File: config.mk
export PLATFORM = sky130hd
export DESIGN_NAME = fwd_scoreboard
export DESIGN_NICKNAME = d
export VERILOG_FILES = /design/src/rtl/fwd_scoreboard.sv
export SDC_FILE = /design/constraint.sdc
export NUM_CORES = 1
export LEC_CHECK = 0
export ABC_CLOCK_PERIOD_IN_PS = 4700
export CAP_MARGIN = 25
export CORE_AREA = 2 2 112 114
export DETAILED_ROUTE_END_ITERATION = 8
export DIE_AREA = 0 0 114 116
export PLACE_DENSITY = 0.86
export SYNTH_ARGS = -nofsm -noshare
export SYNTH_HDL_FRONTEND = slang
export SYNTH_SLANG_ARGS = --single-unit
File: constraint.sdc
create_clock -name clk -period 4.7 [get_ports clk]
set_input_delay 1.175 -clock clk [delete_from_list [all_inputs] [get_ports clk]]
set_output_delay 1.175 -clock clk [all_outputs]
set_load 0.05 [all_outputs]
File: src/rtl/fwd_scoreboard.sv
// -----------------------------------------------------------------------------
// fwd_scoreboard
//
// Operand-forwarding scoreboard for an in-order pipeline. It records every
// register write that is in flight in the NSTAGE stages after D. Stage 1 is E
// (youngest) and stage NSTAGE is W (oldest). Each entry counts down the cycles
// until its result becomes available.
//
// For each D-stage read port the block does three things:
//   - picks the forwarding source (0 = register file, k = stage k),
//   - muxes in the forwarded operand,
//   - requests a D-stage stall when the producer cannot deliver in time.
// The stall freezes PC/IF/ID and forces a bubble into E.
//
// Ports
//   clk          : clock
//   reset        : synchronous, active-high
//   iss_we       : instruction in D writes a register
//   iss_addr     : destination register of the D instruction
//   iss_tnew     : cycles after entering E until its result is valid
//   flush        : squash the D instruction (bubble into E)
//   rd_addr      : per-port source register, port r in slice r
//   rd_tuse      : per-port cycles until the operand is consumed
//   rd_data_in   : per-port register-file read data
//   stage_data   : result currently held in stage k (slice k-1)
//   rd_sel       : per-port forwarding select (0 = regfile, k = stage k)
//   rd_data_out  : per-port forwarded operand
//   stall        : freeze D, bubble into E (combinational)
//   stall_cnt    : saturating count of stalled cycles
// -----------------------------------------------------------------------------
module fwd_scoreboard #(
  parameter int NSTAGE = 3,
  parameter int NREAD  = 2,
  parameter int DATA_W = 32,
  parameter int ADDR_W = 5,
  parameter int TW     = 2,
  localparam int SW    = $clog2(NSTAGE + 1)
) (
  input  logic                       clk,
  input  logic                       reset,
  input  logic                       iss_we,
  input  logic [ADDR_W-1:0]          iss_addr,
  input  logic [TW-1:0]              iss_tnew,
  input  logic                       flush,
  input  logic [NREAD*ADDR_W-1:0]    rd_addr,
  input  logic [NREAD*TW-1:0]        rd_tuse,
  input  logic [NREAD*DATA_W-1:0]    rd_data_in,
  input  logic [NSTAGE*DATA_W-1:0]   stage_data,
  output logic [NREAD*SW-1:0]        rd_sel,
  output logic [NREAD*DATA_W-1:0]    rd_data_out,
  output logic                       stall,
  output logic [15:0]                stall_cnt
);

  localparam logic [TW-1:0]     TNEW_ZERO = {TW{1'b0}};
  localparam logic [TW-1:0]     TNEW_ONE  = TW'(1'b1);
  localparam logic [ADDR_W-1:0] ADDR_ZERO = {ADDR_W{1'b0}};
  localparam logic [15:0]       CNT_MAX   = 16'hFFFF;
  localparam logic [15:0]       CNT_ONE   = 16'h0001;

  // Countdown step applied as an entry moves one stage down. It holds at
  // zero so that a finished result never wraps back to "not ready".
  function automatic logic [TW-1:0] tnew_dec(input logic [TW-1:0] t);
    logic [TW-1:0] res;
    if (t == TNEW_ZERO) begin
      res = TNEW_ZERO;
    end else begin
      res = t - TNEW_ONE;
    end
    return res;
  endfunction

  // Scoreboard entries; index 0 is stage 1 (E).
  logic [NSTAGE-1:0]             valid_q, valid_d;
  logic [NSTAGE-1:0][ADDR_W-1:0] addr_q,  addr_d;
  logic [NSTAGE-1:0][TW-1:0]     tnew_q,  tnew_d;
  logic [15:0]                   stall_cnt_q, stall_cnt_d;

  // Per-port lookup results.
  logic [NREAD-1:0][ADDR_W-1:0]  port_addr_s;
  logic [NREAD-1:0][TW-1:0]      port_tuse_s;
  logic [NREAD-1:0]              hit_s;
  logic [NREAD-1:0][SW-1:0]      hit_sel_s;
  logic [NREAD-1:0][TW-1:0]      hit_tnew_s;
  logic [NREAD-1:0][DATA_W-1:0]  hit_data_s;
  logic [NREAD-1:0]              port_stall_s;
  logic                          stall_s;

  // Producer search and forwarding decision for every read port.
  always_comb begin
    rd_sel       = {(NREAD*SW){1'b0}};
    rd_data_out  = rd_data_in;
    port_stall_s = {NREAD{1'b0}};
    for (int r = 0; r < NREAD; r++) begin
      port_addr_s[r] = rd_addr[r*ADDR_W +: ADDR_W];
      port_tuse_s[r] = rd_tuse[r*TW +: TW];
      hit_s[r]       = 1'b0;
      hit_sel_s[r]   = {SW{1'b0}};
      hit_tnew_s[r]  = TNEW_ZERO;
      hit_data_s[r]  = {DATA_W{1'b0}};
      // Scan from oldest to youngest. The last match overwrites earlier ones,
      // so the youngest writer of the register wins.
      for (int k = NSTAGE - 1; k >= 0; k--) begin
        if (valid_q[k] && (addr_q[k] == port_addr_s[r])) begin
          hit_s[r]      = 1'b1;
          hit_sel_s[r]  = SW'(k + 1);
          hit_tnew_s[r] = tnew_q[k];
          hit_data_s[r] = stage_data[k*DATA_W +: DATA_W];
        end else begin
          hit_s[r]      = hit_s[r];
          hit_sel_s[r]  = hit_sel_s[r];
          hit_tnew_s[r] = hit_tnew_s[r];
          hit_data_s[r] = hit_data_s[r];
        end
      end

      if (port_addr_s[r] == ADDR_ZERO) begin
        // $0 is hard-wired; it never forwards and never stalls.
        rd_sel[r*SW +: SW] = {SW{1'b0}};
      end else if (!hit_s[r]) begin
        rd_sel[r*SW +: SW] = {SW{1'b0}};
      end else if (hit_tnew_s[r] == TNEW_ZERO) begin
        rd_sel[r*SW +: SW]          = hit_sel_s[r];
        rd_data_out[r*DATA_W +: DATA_W] = hit_data_s[r];
      end else if (hit_tnew_s[r] > port_tuse_s[r]) begin
        port_stall_s[r] = 1'b1;
      end else begin
        // The result arrives before it is consumed. A later-stage forward
        // downstream picks it up, so D can proceed.
        rd_sel[r*SW +: SW] = {SW{1'b0}};
      end
    end
  end

  assign stall_s   = |port_stall_s;
  assign stall     = stall_s;
  assign stall_cnt = stall_cnt_q;

  // Next-state: shift the scoreboard and update the stall counter.
  always_comb begin
    valid_d = valid_q;
    addr_d  = addr_q;
    tnew_d  = tnew_q;
    // A stalled or flushed D instruction must not be recorded; E gets a bubble.
    if (!stall_s && !flush) begin
      valid_d[0] = iss_we && (iss_addr != ADDR_ZERO);
    end else begin
      valid_d[0] = 1'b0;
    end
    addr_d[0] = iss_addr;
    tnew_d[0] = iss_tnew;
    // Older stages always advance, even while D is stalled.
    for (int k = 1; k < NSTAGE; k++) begin
      valid_d[k] = valid_q[k-1];
      addr_d[k]  = addr_q[k-1];
      tnew_d[k]  = tnew_dec(tnew_q[k-1]);
    end

    if (stall_s && (stall_cnt_q != CNT_MAX)) begin
      stall_cnt_d = stall_cnt_q + CNT_ONE;
    end else begin
      stall_cnt_d = stall_cnt_q;
    end
  end

  // State registers with synchronous reset.
  always_ff @(posedge clk) begin
    if (reset) begin
      valid_q     <= {NSTAGE{1'b0}};
      addr_q      <= {(NSTAGE*ADDR_W){1'b0}};
      tnew_q      <= {(NSTAGE*TW){1'b0}};
      stall_cnt_q <= 16'h0000;
    end else begin
      valid_q     <= valid_d;
      addr_q      <= addr_d;
      tnew_q      <= tnew_d;
      stall_cnt_q <= stall_cnt_d;
    end
  end

endmodule
==> impl_metrics.toml <==
[worst_setup_path]
end_kind = "output pin"
crit_path_start_kind = "input port"
ff2ff_setup_slack_ns = 1.17
critPathMaxFanout = 3
reg2reg_from = "addr_d[8]"
cp_data_arrival_time_ns = 3.58
endpoint = "stall"
reg2regPathDepth = 14
r2r-end = "stall_cnt[7]"
critPathKind = "input port to output pin"
worstPathRequired_ns = 3.52
setup.worst_path.start = "rd_addr[8]"

[final_layout]
instances_no_fill = 1037
finish.net_count = 1076
area_delta_synth_final_pct = 95.5
drive_gt1_share_pct = 33.7
design_area_um2 = 8990

[grt]
grt_overflow_total = 0
grt_pass1_vias = 5842
grt_pass1_wl_um = 31500
grt.busiest_layer = "met2"
antenna_found_initial = 4
grtUsageTotal_pct = 30.5
use_met2_pct = 55.6
use_met1_pct = 34.8
grt_max_degree = 47
use_met3_pct = 5.81

[cts]
ctsHoldBuffers = 0
cts_buffers = 5
worstSkewPairLatency_ns = 0.29
cts.sinks = 40
cts_tree = "built"
cts-root-buf = "clkbuf_16"
path_clk_slew_ns = 0.06
clk_path_buf_depth = 2
htree_levels = 2

[placement]
placed_area_um2 = 8050
dp_worst_setup_slack_ns = -0.469
dp_hpwl_um = 15500
place_congestion = 0.940
io_buffers = 269
placed_cells = 1009

[routing]
ant_nets = 0
drtIter0Drc = 663
remaining_drc_errors = 0
first_pass_iters = 5
viasPerCell = 5.71
wirelength_um = 22400
vias = 5919
wire_per_inst_um = 21.6

[synthesis]
netlist_top_cells_area = "dfxtp_1 (17%), a22oi_1 (10%), mux2_4 (9.8%)"
yosysWarnings = 0
synth_area_leader_cell = "dfxtp_1"
synth_fp_nets = 760
synth_most_common_cell = "nand2_1"
syn_area_um2 = 4600
ys_types = 53
avgSynthCellArea_um2 = 8.09
synthArstFlopShare_pct = 0
synth-edff-count = 0
yosysSeqAreaShare_pct = 17.4
ys_ff_latch = 40
synth_cells = 568
synthFlopType = "dfxtp_1"
ys_top_cells_by_count = "nand2_1 (69), a22oi_1 (64), o21ai_0 (64)"
netlist.area_leader.share_pct = 17.4

[job]
drv_cap = 0

[pwr]
vdd_drop_max_v = 0.000240
p_leak_nw = 3.39
power.total_mw = 1.35
power.density_nw_per_um2 = 150

[sta]
clock-skew-final_ns = 0.00568
worstMarginPinSlew_ns = 0.765
final_hold_viol_count = 0
min_period_ns = 4.75
setup_violations = 17
fin_ws_ns = -0.0541
fmax_mhz = 210
drv_slew = 0
rsz0062_at_grt = "yes"
slew-limit-headroom_pct = 48.8
finalCritPeriodShare_pct = 101

[floorplanning]
rows = 40
initial_core_util_pct = 38.6
pin_count = 270
fp.dieW_um = 114
die_area_um2 = 13200
core_area_um2 = 11900
die_y_um = 116

[outcome]
status = "finished with violations"
violations = "negative setup slack"

[min_path]
holdCritPathClass = "flop to flop"
==> per-stage QoR <==
| step | TNS [ns] | util (%) | hold WS [ns] |
|---|---|---|---|
| after floorplan | 0 | - | 0.400 |
| after global placement | -27.08 | 67.2 | 0.409 |
| after detailed placement | -25.75 | 67.6 | 0.418 |
| after CTS | -0.181 | 73.6 | 0.440 |
| after global routing | -3.49 | 75.4 | 0.511 |
| final | -0.400 | 75.4 | 0.494 |
==> final cells by class <==
class / count / area (um2)
Fill cell: 746 / 2930
Multi-Input combinational cell: 471 / 3890
Clock buffer: 6 / 139
Timing Repair Buffer: 354 / 3880
Tap cell: 147 / 184
Clock inverter: 2 / 38.8
Antenna cell: 5 / 12.5
Inverter: 12 / 45.0
Sequential cell: 40 / 801
==> report_power, final <==
| group | total, mW | internal [mW] | switching, mW |
|---|---|---|---|
| Combinational | 0.573 | 0.314 | 0.259 |
| Sequential | 0.362 | 0.348 | 0.0138 |
| Clock | 0.413 | 0.266 | 0.147 |
| Total | 1.35 | 0.928 | 0.419 |
==> repair_timing <==
item,CTS,global route
pin swaps,21,17
resized for setup,126,38
setup buffers,10,3
endpoints found under the setup margin,66,65
gates cloned,3,1
==> per-layer routing <==
metal	vias to the layer above	share of wire (%)
met5	-	0
met2	318	52
met4	0	4.3
met1	2820	36
li1	2705	-
met3	76	7.0
==> cell families after synthesis <==
logic type	share of synthesized area, %
buffers and inverters	7.27
AOI/OAI and AO/OA	25.5
xor gates and xnor gates	5.72
muxes	21.3
adders and majority gates	1.91
and+or+nand+nor	20.8
DFF	17.4
==> cell usage in the layout, fill, tap and decap left out, types with 9 or more instances in the layout <==
cell,netlist,routed
o21ai_0,64,64
nand2_1,69,69
nor2b_1,31,31
nor2_1,25,24
nand3_1,18,14
a21oi_1,11,9
a22oi_1,64,64
mux2_1,27,15
mux2_4,30,39
buf_4,1,71
inv_1,11,10
dfxtp_1,40,40
clkdlybuf4s50_1,0,190
buf_6,4,42
xnor2_1,18,11
mux2_2,20,23
buf_12,3,39
==> flip-flops by register name, summed over array words and instances, names as in the netlist <==
| name | cells |
|---|---|
| addr_d | 10 |
| stall_cnt | 16 |
| tnew_q | 6 |
| addr_q | 5 |
| valid_q | 3 |
==> how the worst min path moves through the flow <==
stage / slack [ns] / to / startpoint / depth (start not counted)
3_3_place_gp: 0.41 / tnew_q[2] / tnew_q[0] / 1
6_report: 0.49 / valid_q[1] / valid_q[0] / 1
4_1_cts: 0.44 / tnew_q[2] / tnew_q[0] / 1
5_1_grt: 0.51 / tnew_q[2] / tnew_q[0] / 1
2_1_floorplan: 0.40 / tnew_q[2] / tnew_q[0] / 1
3_5_place_dp: 0.42 / tnew_q[2] / tnew_q[0] / 1
==> critical path, stage by stage <==
cell and delay (ns):
buf_4 0.13, buf_6 0.14, xor2_4 0.16, nor4_4 0.35, buf_4 0.20, nand3_4 0.08, o31ai_4 0.08, inv_2 0.09
ha_4 0.28, a21oi_1 0.08, a211oi_2 0.19, o31ai_2 0.13, a21oi_1 0.18, or2_4 0.17, buf_12 0.13
Power figures use the tool's default switching activity.
